### src/rtl/ppu_frame_sync.sv
// ppu_frame_sync: publishes CPU-side PPU control registers during vblank.
// Commits only while the CPU has no update in flight; reports commit/skip.
module ppu_frame_sync #(
    parameter int          SKIP_CNT_W  = 8,
    parameter int          FRAME_CNT_W = 16,
    parameter logic [2:0]  RST_ENABLE  = 3'b000,
    parameter logic [23:0] RST_BGCOLOR = 24'h000000
) (
    input  logic                   clk,
    input  logic                   rst_n,
    input  logic                   vblank_start,
    input  logic                   vblank_end_soon,
    input  logic                   cpu_wr_busy,
    input  logic [31:0]            cpu_bgscroll,
    input  logic [31:0]            cpu_fgscroll,
    input  logic [2:0]             cpu_enable,
    input  logic [23:0]            cpu_bgcolor,
    output logic [31:0]            act_bgscroll,
    output logic [31:0]            act_fgscroll,
    output logic [2:0]             act_enable,
    output logic [23:0]            act_bgcolor,
    output logic                   commit_pulse,
    output logic                   skip_pulse,
    output logic [FRAME_CNT_W-1:0] frame_cnt,
    output logic [SKIP_CNT_W-1:0]  skip_cnt,
    output logic                   in_vblank
);

    typedef enum logic [1:0] {
        S_IDLE  = 2'd0,
        S_DEFER = 2'd1,
        S_DONE  = 2'd2
    } state_t;

    state_t state;
    state_t state_n;
    logic   do_commit;
    logic   do_skip;

    // Next state plus commit/skip decisions for this cycle.
    // A vblank_start always wins over a coincident vblank_end_soon.
    always_comb begin
        state_n   = state;
        do_commit = 1'b0;
        do_skip   = 1'b0;
        unique case (state)
            S_IDLE: begin
                if (vblank_start) begin
                    if (!cpu_wr_busy) begin
                        do_commit = 1'b1;
                        state_n   = S_DONE;
                    end else begin
                        state_n = S_DEFER;
                    end
                end
            end
            S_DEFER: begin
                if (vblank_start) begin
                    // Previous vblank closed without a commit.
                    do_skip = 1'b1;
                    if (!cpu_wr_busy) begin
                        do_commit = 1'b1;
                        state_n   = S_DONE;
                    end else begin
                        state_n = S_DEFER;
                    end
                end else if (vblank_end_soon) begin
                    do_skip = 1'b1;
                    state_n = S_IDLE;
                end else if (!cpu_wr_busy) begin
                    do_commit = 1'b1;
                    state_n   = S_DONE;
                end
            end
            S_DONE: begin
                if (vblank_start) begin
                    if (!cpu_wr_busy) begin
                        do_commit = 1'b1;
                        state_n   = S_DONE;
                    end else begin
                        state_n = S_DEFER;
                    end
                end else if (vblank_end_soon) begin
                    state_n = S_IDLE;
                end
            end
            default: begin
                state_n = S_IDLE;
            end
        endcase
    end

    // State register.
    always_ff @(posedge clk or negedge rst_n) begin
        if (!rst_n) begin
            state <= S_IDLE;
        end else begin
            state <= state_n;
        end
    end

    // Active register set, loaded from the CPU copy on commit.
    always_ff @(posedge clk or negedge rst_n) begin
        if (!rst_n) begin
            act_bgscroll <= '0;
            act_fgscroll <= '0;
            act_enable   <= RST_ENABLE;
            act_bgcolor  <= RST_BGCOLOR;
        end else if (do_commit) begin
            act_bgscroll <= cpu_bgscroll;
            act_fgscroll <= cpu_fgscroll;
            act_enable   <= cpu_enable;
            act_bgcolor  <= cpu_bgcolor;
        end
    end

    // Status pulses; a skip that restarts straight into a commit is
    // still counted, but only the commit is signalled so the two
    // pulses stay mutually exclusive.
    always_ff @(posedge clk or negedge rst_n) begin
        if (!rst_n) begin
            commit_pulse <= 1'b0;
            skip_pulse   <= 1'b0;
            in_vblank    <= 1'b0;
        end else begin
            commit_pulse <= do_commit;
            skip_pulse   <= do_skip & ~do_commit;
            in_vblank    <= (state_n != S_IDLE);
        end
    end

    // Wrapping commit counter and saturating skip counter.
    always_ff @(posedge clk or negedge rst_n) begin
        if (!rst_n) begin
            frame_cnt <= '0;
            skip_cnt  <= '0;
        end else begin
            if (do_commit) begin
                frame_cnt <= frame_cnt + FRAME_CNT_W'(1);
            end
            if (do_skip && (skip_cnt != '1)) begin
                skip_cnt <= skip_cnt + SKIP_CNT_W'(1);
            end
        end
    end

endmodule
### config.mk
export PLATFORM = sky130hd
export DESIGN_NAME = ppu_frame_sync
export DESIGN_NICKNAME = d
export VERILOG_FILES = /design/src/rtl/ppu_frame_sync.sv
export SDC_FILE = /design/constraint.sdc
export NUM_CORES = 1
export LEC_CHECK = 0
export CAP_MARGIN = 30
export CORE_AREA = 2 2 114 116
export CTS_BUF_LIST = sky130_fd_sc_hd__clkbuf_4 sky130_fd_sc_hd__clkbuf_8
export CTS_CLUSTER_SIZE = 16
export DETAILED_ROUTE_END_ITERATION = 6
export DIE_AREA = 0 0 116 118
export PLACE_DENSITY_LB_ADDON = 0.15
export SLEW_MARGIN = 20
export SYNTH_ARGS = -nofsm -noshare
export SYNTH_HDL_FRONTEND = slang
export SYNTH_SLANG_ARGS = --single-unit
export TNS_END_PERCENT = 20
### constraint.sdc
create_clock -name clk -period 1.5 [get_ports clk]
set_input_delay 0.15 -clock clk [delete_from_list [all_inputs] [get_ports clk]]
set_output_delay 0.15 -clock clk [all_outputs]
set_load 0.03 [all_outputs]
### After elaboration in Yosys (flattened, before gate mapping)

Cells that the tools add are included.

* $add $sub $neg: 2
* eq/ne operators: 3
* muxes and demuxes: 16
* bitwise gates (word level): 2
* reductions and logical operators: 4

Operators with widths (number)
* $add 16x1->16 const B: 1
* $mux 2: 7
* $add 8x1->8 const B: 1
* $ne 8x8->1 const B: 1
* $mux 1: 7
* $pmux 2 s3: 1
* $eq 2x1->1 const B: 1
* $eq 2x2->1 const B: 1
* $logic_not 2->1: 1
* $pmux 1 s2: 1
* $reduce_bool 2->1: 1
* $reduce_or 2->1: 1
* $and 1x1->1: 1
* $logic_and 1x1->1: 1
* $not 1->1: 1

* bits in registers: 120
* input port bits: 96
* output and inout bits: 118
* word-level logic and storage cells: 37

### Depth between registers and ports, before layout

* depth after elaboration: 6
* mapped depth: 7
* depth with buffers taken out: 5

### Worst setup path after synthesis

Ideal clock, no wire load.

* path kind: register -> register
* start point: register skip_cnt[3]
* end point: register skip_cnt[1]
* library setup time: 0.125 ns
* arrival: 1.562 ns
* data required time: 1.375 ns
* path slack: -0.187 ns
* stages on the path, launching flop included: 5
* buffers on the path: 0
* period minus slack after synthesis: 1.687 ns
* cell sequence: dfrtp_1 -> and4_1 -> and2_1 -> a31oi_1 -> mux2_2

* longest elaborated chain between the ends: 2

Ends and longest elaborated chain
* from (decl): line 25 `output logic [SKIP_CNT_W-1:0] skip_cnt,`
* from (signal assigned): line 142 `skip_cnt <= skip_cnt + SKIP_CNT_W'(1);`
* $ne 8x8->1: line 141 `if (do_skip && (skip_cnt != '1)) begin`
* $logic_and 1x1->1: line 141

Every way passes these cells.
A chain may end at the register's enable or synchronous reset.

### Worst setup path in the final report

* start point: register state[0]
* end point: register frame_cnt[14]

* longest elaborated chain between the ends: 3
* elaborated cells between the ends (all ways): 5
* those cells by class: eq/ne: 2; mux: 1; reduce/logical: 2

Ends and longest elaborated chain
* from (decl): line 35 `state_t state;`
* from (signal assigned): line 98 `state <= state_n;`
* $eq 2x2->1 or $logic_not 2->1 (tied branches): line 46 `unique case (state)`
* $reduce_or 2->1 (no line)
* $pmux 1 s2 (*): line 46
* to (signal assigned): line 139 `frame_cnt <= frame_cnt + FRAME_CNT_W'(1);`
* to (decl): line 24 `output logic [FRAME_CNT_W-1:0] frame_cnt,`

Every way passes the cells marked *; elsewhere a longest branch is shown, timed or not.

==> results.md <==
* Worst path most repeated cell: buf_6
* Placed Area at roughly 0.0073 mm^2
* RSZ-0062 raised after global routing: yes
* Largest net degree at the start of global routing at 38
* Dpl ws at -311 ps
* Clk slew on worst S/H paths at 70 ps
* Fin worst setup slack at -73.8 ps
* Final WL at 15300 um
* Routed wl met2 at 7660 um
* Fmax at around 0.64 GHz
* Flop pwr share at 37.8%
* Highest Signal Layer: met4
* Post-route antenna net violation count at 0
* Drt initial violations at about 220
* Num CTS Buffers at 17
* Startpoint types: flop
* Max-slew violations at 0
* Share of cells above drive strength 1 at 21.9%
* Switching power total at 0.00391 W
* Final setup fails at 69
* Core area at approximately 0.012 mm^2
* Synth unique cells at 34
* Max_slew headroom at 70.3%
* Initial Util at about two fifths
* Most frequent cells in the layout: nand2_1 (241), dfrtp_1 (112), dlygate4sd2_1 (105)
* Root buf cell: clkbuf_8
* Post-synthesis mux area share at 0.711%
* Crit-path max cell delay at 450 ps
* PortBufs at between 200 and 250
* Total gr overflow at 0
* P_int at 0.00728 W
* Layout area overhead at 76.5%
* Syn Area/Cell at 9.43 um^2
* Critical Path End Type: flop
* Vias per cell at 4.66
* WL met3 at 1160 um
* Crit-path leading delay family: flip-flops
* Num ports at about 210
* Least-Margin Pin Slew at 445 ps
* Period minus WS final at 1570 ps
* Die Wd at 116 um
* GPL Wtd Cong at about 0.76
* Syn Nets at 602
* Total Power at roughly 0.011 W
* Hold WC Path Type: in2async
* Drt first pass iters at 4
* Max-cap violation count at 0
* Syn Inst Count at 504
* Worst path buffer plus inverter count at 2
* CTS HTree Levels at 4
* Nets at about 870
* Post-synthesis sequential area ratio at 63.2%
* Period utilization at 105%
* Total track usage at 19.6%
* Synth async-reset ratio at 100%
* Primary FF master, synth: dfrtp_1
* Cell area after layout at 0.00839 mm^2
* CTS tree: done
* Synth Warn # at 0
* Row cnt at 41
* Hold Vio Cnt, Final at 0
* DRC viols at 0
* Violated checks: setup timing
* CP cell instances: a21oi_4 > buf_6 > o21ai_4 > buf_6 > nor4_4 > xor2_1
* Hpwl dp at 9330 um
* #FFs+latches synth at 120
* First-pass GRT wire length at 21100 um
* Pwr dens at 1330 mW/mm^2
* EDFF count, synth at 0
* Crit path max fanout at 5
* Via count at around 4400
* M1 wire length at between 6000 and 7000 um
* Leak at 4.32 nW
* Skew final at between 8 and 9 ps
* Crit path arrival time at 1930 ps
* Ant. Diodes at 0
* Die H at approximately 120 um
* Fillers at 1020
* Initial antenna violation count at 0
* Die area at 0.0137 mm^2
* Crit Path Class: reg2reg
* Wire per inst at 16.1 um
* Largest family of logic cells by synthesized area: simple AND/OR/NAND/NOR gates
* Max clock buf depth at 2
* Combinational Power Share at between 30 and 40%
* Adder-cell share of the synthesized area at less than 1%
* Switching portion of total power at 34.9%
* Vias in the first global route at 4300
* Hold WS at 205 ps
* Clk_lat worst skew at 440 ps
* Cell area after synthesis at about 0.0048 mm^2
* XOR/XNOR share of the synthesized area at 3.32%
* Most common cell after layout, fill and taps aside: nand2_1
* Critical Path RT at 1850 ps
* Post-synthesis compound-gate area fraction at 1.50%
* Max rail drop VDD at 0.860 mV
* Sink Count at 120
* Status: finished with violations
* Clock share of power at 29.2%
* Total negative slack at -1280 ps
* Simple-Gate Fraction of Synth Area at 28.0%
* CP max stage cell: dfrtp_2
==> power groups by stage <==
stage / Combinational (W) / Sequential, W / Clock, W
after detailed placement: 0.00375 / 0.00426 / 0
after global routing: 0.00395 / 0.00429 / 0.00347
after global placement: 0.00370 / 0.00423 / 0
after floorplan: 0.000700 / 0.00539 / 0
final: 0.00370 / 0.00423 / 0.00326
after CTS: 0.00339 / 0.00418 / 0.00333
==> final timing paths <==
check	start	endpoint	slack (ps)	depth (start not counted)
worst max-delay path	state[0]	frame_cnt[14]	-70	6
worst min-delay path	rst_n	commit_pulse	210	2
worst max register to register	state[0]	frame_cnt[14]	-70	6
worst min register to register	act_fgscroll[17]	act_fgscroll[17]	460	2
max in group asynchronous	rst_n	act_fgscroll[1]	730	3
min in group clk	cpu_bgcolor[1]	act_bgcolor[1]	230	3
==> per-layer routing <==
| metal | GRT usage [%] | vias to the layer above |
|---|---|---|
| met1 | 23.8 | 2137 |
| met3 | 7.47 | 23 |
| li1 | - | 2115 |
| met2 | 31.8 | 167 |
| met4 | 6.99 | 0 |
| met5 | 0 | - |
==> cells by family after synthesis <==
family	Yosys count
simple gates	326
flops	120
buf+inv	24
xor+xnor	18
compound gates	11
mux	3
fa+ha+maj	2
==> cell type report <==
class	count	area (um^2)	area share, %
multi-input combinational	361	1900	22.7
clock inverter	8	143	1.70
timing repair buffer	265	2780	33.1
clock buffer	23	304	3.62
timing repair inverter	1	11.3	0.134
sequential	120	3010	35.9
inverter	3	23.8	0.283
tap	172	215	2.56
==> state kept, by name (all words and copies together), names as in the netlist <==
name,count
state,2
act_fgscroll,32
act_bgcolor,24
act_bgscroll,32
act_enable,3
skip_cnt,8
frame_cnt,16
in_vblank,1
skip_pulse,1
commit_pulse,1
==> worst register-to-register path, cell delays in order, from the launching register on <==
cell and delay (ps):
dfrtp_2 450, a21oi_4 220, buf_6 130, o21ai_4 70, buf_6 130, nor4_4 290
xor2_1 200
==> metrics by stage <==
step	utilization (%)	cells
after global routing	67.6	953
after global placement	58.7	895
after floorplan	-	504
after detailed placement	58.7	895
final	67.6	953
after CTS	61.5	927
==> cell usage after synthesis, types with 2 or more instances <==
library cell	instances	area, um^2
a21oi_1	3	15.0
a31oi_1	2	12.5
and3_1	3	18.8
and4_1	2	17.5
buf_2	8	40.0
buf_4	6	45.0
clkbuf_1	6	22.5
dfrtp_1	120	3000
ha_1	2	25.0
inv_1	2	7.51
mux2_2	3	33.8
nand2_1	285	1070
nand2b_1	2	12.5
nand3_1	6	30.0
nand4_1	4	25.0
nor2_1	5	18.8
nor3_1	6	30.0
nor4_1	3	18.8
nor4_2	3	37.5
o21ai_0	2	10.0
or2_2	2	12.5
xnor2_1	7	61.3
xor2_1	11	96.3
==> repair_timing <==
action	4_1_cts	5_1_grt
pin swaps	1	65
setup endpoints to repair	224	123
setup buffers	0	9
resized for setup	133	104
hold endpoints to repair	57	0
hold buffers	1	0
gates cloned	0	18
Power figures use the tool's default switching activity.
